**src/rtl/irq_enc_pkg.sv**
```systemverilog
// Shared types and sizes for the interrupt pending encoder.
package irq_enc_pkg;
  localparam int NUM_REQ = 8;
  localparam int CODE_W  = $clog2(NUM_REQ);

  typedef enum logic {IDLE, PRESENT} state_t;
  typedef logic [NUM_REQ-1:0] req_vec_t;
endpackage

```
**src/rtl/prio_enc_8x3.sv**
```systemverilog
// Combinational highest-index priority encoder: 8-bit vector to 3-bit code plus any flag.
module prio_enc_8x3
  import irq_enc_pkg::*;
(
  input  logic [7:0] vec,
  output logic [2:0] code,
  output logic       any
);

  always_comb begin
    code = '0;
    any  = |vec;
    // Ascending scan so the highest set index is the last one written.
    for (int k = 0; k < NUM_REQ; k++) begin
      if (vec[k]) code = CODE_W'(k);
    end
  end

endmodule

```
**src/rtl/irq_pending_encoder.sv**
```systemverilog
// Request capture into a pending register, highest-index selection, registered code under valid/ready.
// Optional IRQ_ENC_EDGE_EN: only 0->1 transitions of req_i set pending bits.
//
// state   | meaning
// IDLE    | valid_o low, waiting for an unmasked pending request
// PRESENT | valid_o high, code_o frozen until the consumer accepts it
module irq_pending_encoder
  import irq_enc_pkg::*;
(
  input  logic       clk,
  input  logic       rst,
  input  logic [7:0] req_i,
  input  logic [7:0] mask_i,
  input  logic       ready_i,
  output logic [2:0] code_o,
  output logic       valid_o,
  output logic [7:0] pend_o
);

  state_t   state, state_d;
  req_vec_t pend, set_vec, clr_vec, cand;
  logic [2:0] sel_code, code_d;
  logic       sel_any, valid_d, handshake;

`ifdef IRQ_ENC_EDGE_EN
  req_vec_t req_q;

  always_ff @(posedge clk or posedge rst) begin
    if (rst) req_q <= '0;
    else     req_q <= req_i;
  end

  assign set_vec = req_i & ~req_q;
`else
  assign set_vec = req_i;
`endif

  assign handshake = valid_o && ready_i;
  assign clr_vec   = handshake ? (req_vec_t'(1) << code_o) : '0;
  assign cand      = pend & ~mask_i;

  prio_enc_8x3 u_prio (
    .vec  (cand),
    .code (sel_code),
    .any  (sel_any)
  );

  // Set is OR-ed after the clear so a same-edge set/clear leaves the bit pending.
  always_ff @(posedge clk or posedge rst) begin
    if (rst) pend <= '0;
    else     pend <= (pend & ~clr_vec) | set_vec;
  end

  always_ff @(posedge clk or posedge rst) begin
    if (rst) begin
      state   <= IDLE;
      code_o  <= '0;
      valid_o <= 1'b0;
    end else begin
      state   <= state_d;
      code_o  <= code_d;
      valid_o <= valid_d;
    end
  end

  always_comb begin
    state_d = state;
    code_d  = code_o;
    valid_d = valid_o;
    case (state)
      IDLE: begin
        if (sel_any) begin
          code_d  = sel_code;
          valid_d = 1'b1;
          state_d = PRESENT;
        end
      end
      PRESENT: begin
        if (ready_i) begin
          valid_d = 1'b0;
          state_d = IDLE;
        end
      end
    endcase
  end

  assign pend_o = pend;

endmodule

```
**config.mk**
```make
export PLATFORM = sky130hd
export DESIGN_NAME = irq_pending_encoder
export DESIGN_NICKNAME = d
export VERILOG_FILES = /design/src/rtl/irq_enc_pkg.sv /design/src/rtl/prio_enc_8x3.sv /design/src/rtl/irq_pending_encoder.sv
export SDC_FILE = /design/constraint.sdc
export NUM_CORES = 1
export LEC_CHECK = 0
export ABC_AREA = 1
export BUFFER_PORTS_ARGS = -buffer_cell sky130_fd_sc_hd__buf_2
export CAP_MARGIN = 20
export CORE_MARGIN = 2
export CORE_UTILIZATION = 47
export CTS_CLUSTER_SIZE = 16
export DETAILED_ROUTE_END_ITERATION = 12
export GPL_TIMING_DRIVEN = 0
export PLACE_DENSITY = 0.81
export SYNTH_ARGS = -nofsm -noshare
export SYNTH_HDL_FRONTEND = slang
export SYNTH_SLANG_ARGS = --single-unit
```
**constraint.sdc**
```tcl
create_clock -name clk -period 1.58 [get_ports clk]
set_input_delay 0.316 -clock clk [delete_from_list [all_inputs] [get_ports clk]]
set_output_delay 0.316 -clock clk [all_outputs]
set_load 0.01 [all_outputs]
```
Word level (Yosys, flattened, before mapping)

Index checks and enable logic that the tools add are counted.

Flip-flop bits (word level): 13
Input port bits: 19
Output and inout bits: 12
Word-level logic and storage cells: 31

Equal/unequal tests: 2
Shift-type cells: 1
Mux-type cells: 14
Bitwise logic cells: 6
Reductions and logical operators: 4

Operators by type and width:

| cell                                            | count |
|---|---|
| bitwise AND 8 bit                               | 2 |
| inverter 8 bit                                  | 2 |
| 2-to-1 mux 3 bit                                | 4 |
| 2-to-1 mux 8 bit                                | 1 |
| bitwise OR 8 bit                                | 1 |
| OR reduction 8 bit                              | 1 |
| left shift 1 x 3 -> 8 bit, first input constant | 1 |
| 2-to-1 mux 1 bit                                | 5 |
| 2-to-1 mux 2 bit                                | 2 |
| != test 2 bit, second input constant            | 2 |
| one-hot mux 1 bit (2 select lines)              | 2 |
| AND reduction 2 bit                             | 2 |
| logical AND 1 bit                               | 1 |
| inverter 1 bit                                  | 1 |

Logic depth before layout (Yosys ltp)

Gate-level depths: netlist of run 1.

Depth in word-level cells: 9
Gate-level depth with buffers: 10
Mapped depth without buffers: 10

Modules after synthesis

From an unflattened synthesis of run 1, not the netlist that was laid out.

Cells, all modules: 104
Area, all modules: 684.4 um^2

Modules (own cells, without submodules):

| module              | times used | cells an instance | area each (um^2) |
|---|---|---|---|
| irq_pending_encoder | 1          | 84                | 606.8 |
| prio_enc_8x3        | 1          | 20                | 77.6 |

Least setup slack after synthesis of run 1

OpenSTA, ideal clock, no wires.

Path kind: register -> register
Start point: reg pend[4], in the netlist pend_o[4]
End point: reg code_o[0]
Setup time: 0.116 ns
Arrival: 0.944 ns
Data required time: 1.464 ns
Setup slack: 0.520 ns
Cell stages (with the launch flop): 9
Cell sequence: dfrtp_1 nand2_2 nand2_1 nor2_2 nand2_2 nand2_4 inv_2 nand2_1 nand2_1

Longest elaborated chain between the ends: 5
Elaborated cells on any way between the ends: 7

RTL lines:

| what                          | line                      | RTL |
|---|---|---|
| from (decl)                   | irq_pending_encoder.sv:21 | `req_vec_t pend, set_vec, clr_vec, cand;` |
| from (signal assigned)        | irq_pending_encoder.sv:51 | `else pend <= (pend & ~clr_vec) \| set_vec;` |
| bitwise AND 8 bit (*)         | irq_pending_encoder.sv:40 | `assign cand = pend & ~mask_i;` |
| 2-to-1 mux 3 bit (4 in a row) | prio_enc_8x3.sv:15        | `if (vec[k]) code = CODE_W'(k);` |
| to (signal assigned)          | irq_pending_encoder.sv:61 | `code_o <= code_d;` |
| to (decl)                     | irq_pending_encoder.sv:15 | `output logic [2:0] code_o,` |

Every way passes the cells marked *; elsewhere a longest branch is shown, timed or not.
A chain may end at the register's enable or synchronous reset.

Final worst setup path of run 1

Start point: reg code_o[0]
End point: out code_o[0]

No word-level cell between the ends.

==> results.cfg, run 1 <==
[logic_synthesis]
yosysMostFrequentCell = nand2_1
ys_types = 14
synth.area.top_cells = dfrtp_1, nand2_1, inv_1, o21ai_0, nand2_2
synth_warnings = 0
ys_seq_elements = 13
syn_area_sq_um = 655.6
yosys.area.top_type = dfrtp_1
syn_inst = 89
seq_area_frac_synth_pct = 49.62
synth-edff-count = 0
synth_commonest_cells = nand2_1, inv_1, dfrtp_1
syn_nets = 108
async_flop_share_pct = 100.0
syn_avg_cell_area_sq_um = 7.367
synth_top_area_share_pct = 49.62
synth_flop_cell = dfrtp_1

[worst_setup_path]
crit_buf_inv = 1
worstSetupPathType = reg2out
crit_fanout = 5
end_kind = output pin
crit_path_start_kind = flip-flop
critPathArrivalTime_ns = 0.86
crit_family = flip-flops
critPathSlowestCell = dfrtp_1
max_stage_delay_ns = 0.43
cp_cell_sequence = buf_2
cp.required_ns = 1.26

[sta]
finClkSkew_ns = 0.005125
fin_crit_sh_pct = 74.71
drv_slew = 0
fmax_mhz = 847.2
tightest_slew_ns = 0.5015
final_hold_viol_count = 0
finalWorstSetupSlack_ns = 0.3996
rsz0062_at_grt = no
fin_setup_tns_ns = 0
relSlewSlack_pct = 66.53
post-route-min-period_ns = 1.180
setup_viol = 0

[clock_network]
post_cts_resized = 0
clock_latency_ns = 0.28
cts_hold_buf = 0
clock_path_buffers = 2
htree_levels = 1
cts_buffers = 3
cts_tree = done
clk_pin_slew_ns = 0.08
clkSinkCount = 13
cts-root-buf = clkbuf_4
post_cts_buffers = 0

[die]
core_area_sq_um = 1301
die_area_sq_um = 1710
rows = 13
die_y_um = 41.35
die_w_um = 41.35
pin_count = 31
start_util_pct = 50.38

[routing]
first_pass_iters = 4
vias = 622
drt-total-wl_um = 1280
ant_nets = 0
wl_per_cell_um = 9.275
drc = 0
avgViaCountPerCell = 4.507
drtIter0Drc = 9

[power_and_ir_drop]
powerDensity_nw_per_um2 = 1368
leakagePower_uw = 0.0004948
vdd_drop_max_mv = 0.6607

[global_routing]
grtUsageMet3_pct = 3.191
met2_usage_pct = 27.73
grt_overflow_total = 0
grt_pass1_wl_um = 1842
grt_max_degree = 14
grt-busiest-layer = met2
grtUsageTotal_pct = 16.55
use_met1_pct = 21.62
antenna_found_initial = 0
grt_pass1_vias = 488

[final_layout]
drive_gt1_share_pct = 31.71
fin_nets = 143
syn_to_final_growth_pct = 29.77
diodes = 0

[flow_run]
drv_cap = 0

[placed_design]
io_buffers = 30
place_hpwl_um = 1043
post-place-ws_ns = 0.4574
place_congestion = 0.8284

[run_status]
outcome = complete, no violations

[worst_hold_path]
hold_class = in2async
where the power goes:
part / internal (uW) / switching (uW) / leakage (uW)
combinational: 176 / 269 / 0.000352
clock: 97.9 / 108 / 0.0000150
sequential: 430 / 83.9 / 0.000128
total: 703 / 461 / 0.000495
flip-flops by register name, indices dropped and copies added, names as in the netlist:
signal   cells
code_o       3
state        1
valid_o      1
pend_o       8
cells by family after synthesis:
| group | count (synthesis) | synth area share, % |
|---|---|---|
| AO/OA/AOI/OAI | 13 | 10.88 |
| buffers and inverters | 20 | 11.45 |
| AND/OR/NAND/NOR | 43 | 28.05 |
| flip-flops | 13 | 49.62 |
metrics by stage:
| step | hold WS [ns] | instance area (sq um) | instances | utilization (%) | power [uW] |
|---|---|---|---|---|---|
| floorplan | 0.1930 | 655.6 | 89 | - | 798.2 |
| global placement | 0.3559 | 824.5 | 134 | 63.37 | 954.9 |
| detailed placement | 0.3644 | 824.5 | 134 | 63.37 | 962.9 |
| CTS | 0.07015 | 850.8 | 138 | 65.38 | 1170 |
| global route | 0.08810 | 850.8 | 138 | 65.38 | 1256 |
| finish | 0.04864 | 850.8 | 138 | 65.38 | 1164 |
final timing paths:
kind | start | end | slack (ns) | depth (start not counted)
worst max register to register | pend_o[4] | code_o[0] | 0.48 | 8
min in group clk | req_i[2] | pend_o[2] | 0.22 | 3
worst min-delay path | rst | code_o[1] | 0.05 | 2
worst min register to register | pend_o[3] | pend_o[3] | 0.53 | 2
max in group asynchronous | rst | pend_o[6] | 1.19 | 2
worst max-delay path | code_o[0] | code_o[0] | 0.40 | 1
final cells by class:
class	instances	area, sq um
tap	15	18.77
fill	118	450.4
sequential	13	325.3
clock buffer	4	26.28
inverter	20	75.07
multi-input combinational	56	255.2
timing repair buffer	30	150.1
cell usage in the layout (no fill, tap or decap):
| master | Yosys | routed |
|---|---|---|
| nand2_1 | 32 | 32 |
| buf_2 | 0 | 30 |
| inv_1 | 19 | 19 |
| dfrtp_1 | 13 | 13 |
| o21ai_0 | 9 | 9 |
| nor2_1 | 4 | 4 |
| nand2_2 | 3 | 3 |
| clkbuf_4 | 0 | 3 |
| o21bai_1 | 2 | 2 |
| nor2_2 | 1 | 1 |
| o21ai_1 | 1 | 1 |
| nand2_4 | 1 | 1 |
| nand3_1 | 1 | 1 |
| nand3b_1 | 1 | 1 |
| inv_2 | 1 | 1 |
| a31oi_1 | 1 | 1 |
| clkbuf_1 | 0 | 1 |
per-layer routing:
metal | share of wire [%] | wire, um | vias up
met1 | 45 | 579 | 259
met2 | 45 | 577 | 28
li1 | - | - | 333
met5 | 0 | 0 | -
met3 | 8.8 | 113 | 2
met4 | 0.78 | 10 | 0
(Power assumes the default switching activity.)
==> run 2: changes to the inputs <==
ABC_AREA = 0   (was 1)
CORE_UTILIZATION = 40   (was 47)
PLACE_DENSITY = 0.73   (was 0.81)
clock period = 1.05 ns   (was 1.58 ns; I/O delays follow)
==> run 2 against run 1 <==
- the run now ends with setup timing left
- clock skew decreased by 0.0018 ns
- design area up 18%
- count of clock-buffer cells in the layout did not move
- sequential power is 57% higher
- non-clock buffer count up 7
- critical path depth rose by 3
- clock power increased by 54%
- routed wire length rose by 21%
- cell count shrank 14%
- combinational power grew 77%
- sequential share of layout area is 5.9 points lower
- largest cell class is now multi-input gates
- core utilization fell by 0.12 points
==> results.cfg, run 2 <==
[worst_setup_path]
r2r_start = pend_o[1]
end_kind = flip-flop
worstSetupPathType = reg2reg
cp.required_ns = 1.21
reg2regPathDepth = 4
critPathArrivalTime_ns = 1.62
crit_path_start_kind = flip-flop
cp-startpoint = pend_o[1]
crit_fanout = 4

[sta]
tightest_slew_ns = 0.5219
finalWorstSetupSlack_ns = -0.4083
fin_crit_sh_pct = 138.9
rsz0062_at_grt = yes
finClkSkew_ns = 0.003342
post-route-min-period_ns = 1.458
fmax_mhz = 685.7
fin_setup_tns_ns = -2.043
setup_viol = 13
relSlewSlack_pct = 65.17
drv_slew = 0
final_hold_viol_count = 0

[logic_synthesis]
synth_flop_cell = dfrtp_1
synth_top_area_share_pct = 48.78
ys_seq_elements = 13
synth_warnings = 0
ys_types = 17
syn_inst = 62
synth_commonest_cells = dfrtp_1, nand2b_1, o21ai_0
syn_nets = 81
yosys.area.top_type = dfrtp_1
syn_area_sq_um = 666.9
syn_avg_cell_area_sq_um = 10.76
async_flop_share_pct = 100.0
synth.area.top_cells = dfrtp_1, nand2b_1, o21ai_0, nor2b_1, o31ai_1
synth-edff-count = 0
yosysMostFrequentCell = dfrtp_1
seq_area_frac_synth_pct = 48.78

[global_routing]
grt_pass1_vias = 549
antenna_found_initial = 0
grt_pass1_wl_um = 2359
grt_overflow_total = 0
grtUsageTotal_pct = 17.16
grt_max_degree = 14

[placed_design]
place_hpwl_um = 1096
io_buffers = 30
place_congestion = 0.8190
placed_area_sq_um = 837.1

[clock_network]
htree_levels = 1
cts_tree = done
clock_path_buffers = 2
cts-root-buf = clkbuf_4
clk_pin_slew_ns = 0.08
clkSinkCount = 13
cts_buffers = 3
clock_latency_ns = 0.28

[worst_hold_path]
min_from = req_i[6]
hold_class = in2reg
min_delay_path_depth = 2

[power_and_ir_drop]
vdd_drop_max_mv = 0.8732
leakagePower_uw = 0.0004640
powerDensity_nw_per_um2 = 1904

[final_layout]
drive_gt1_share_pct = 52.43
fin_nets = 123
seqCellArea_sq_um = 325.3
largest_reg_flops = 8
mostFrequentLayoutCells = buf_2, dfrtp_1, nand2b_1
fill_cells = 127
final_common_cell = buf_2
syn_to_final_growth_pct = 50.84
diodes = 0
multi_input_area_sq_um = 391.6
finalInstanceArea_sq_um = 1006

[routing]
drc = 0
avgViaCountPerCell = 4.992
drtIter0Drc = 6
first_pass_iters = 4
drt-total-wl_um = 1543
vias = 594
ant_nets = 0
wl_per_cell_um = 12.97

[die]
die_area_sq_um = 2010
pin_count = 31
die_y_um = 44.83
die_w_um = 44.83
rows = 14
core_area_sq_um = 1541
start_util_pct = 43.26

[flow_run]
drv_cap = 0

[run_status]
violations = setup timing
outcome = finished, violations left
-- run 2: cell count changes after synthesis, moves of 3 or more --
cell | before | now
nand2_1 | 32 | 2
nor2b_1 | 0 | 5
nand2_2 | 3 | 0
o31ai_1 | 0 | 4
nand2b_1 | 0 | 12
inv_1 | 19 | 3
-- run 2: logic make-up (layout without fill, tap and decap cells) --
logic type             after synthesis  count (layout)  synth area share, %
AOI/OAI and AO/OA                   18              18                20.08
buffers and inverters                3              44                1.688
DFF                                 13              13                48.78
muxes                                2               2                3.377
and+or+nand+nor                     26              26                26.08
-- run 2: critical path: stages, from the launching register on --
cell	delay [ns]
dfrtp_1	0.38
nor2b_4	0.14
a2111oi_4	0.39
a21oi_4	0.13
mux2_4	0.31
-- run 2: final timing paths --
kind                              to  slack, ns
setup / recovery           code_o[1]      -0.41
min in group asynchronous  pend_o[5]       0.50
setup reg to reg           code_o[1]      -0.41
hold / removal             pend_o[6]       0.11
hold reg to reg            pend_o[3]       0.54
max in group asynchronous    valid_o       0.20
-- run 2: metal layers --
| metal | vias up | wire [um] | track usage [%] |
|---|---|---|---|
| met2 | 15 | 759 | 26.09 |
| met1 | 279 | 701 | 22.37 |
| li1 | 298 | - | - |
| met5 | - | 0 | 0 |
| met3 | 2 | 68 | 4.800 |
| met4 | 0 | 14 | 8.824 |
-- run 2: what timing repair did --
item | 4_1_cts | 5_1_grt
setup endpoints to repair | 9 | 23
hold buffers | 1 | 0
pin swaps | 3 | 4
setup buffers | 3 | 3
resized for setup | 8 | 14
hold endpoints to repair | 13 | 0
-- run 2: through the flow --
step                utilization, %  hold slack (ns)  cells  setup slack, ns  power [uW]
global placement             54.30           0.2592    108          -0.4146        1392
CTS                          60.55           0.1074    116          -0.4123        1812
global route                 65.26           0.1158    119          -0.4670        2032
detailed placement           54.30           0.2671    108          -0.4193        1403
finish                       65.26           0.1126    119          -0.4083        1915
floorplan                        -          0.08696     62          -0.3833        1159
-- run 2: layout make-up --
cell class,count,area share (%)
clock buffer,4,2.612
tap,16,1.990
inverter,3,1.119
multi-input combinational,46,38.93
timing repair buffer,37,23.01
sequential,13,32.34
-- run 2: where the power goes --
| group | leakage (uW) | total [uW] | internal [uW] | switching, uW |
|---|---|---|---|---|
| logic | 0.000323 | 788 | 426 | 362 |
| clock network | 0.0000150 | 317 | 147 | 170 |
| registers | 0.000126 | 809 | 633 | 177 |
| total | 0.000464 | 1920 | 1210 | 709 |
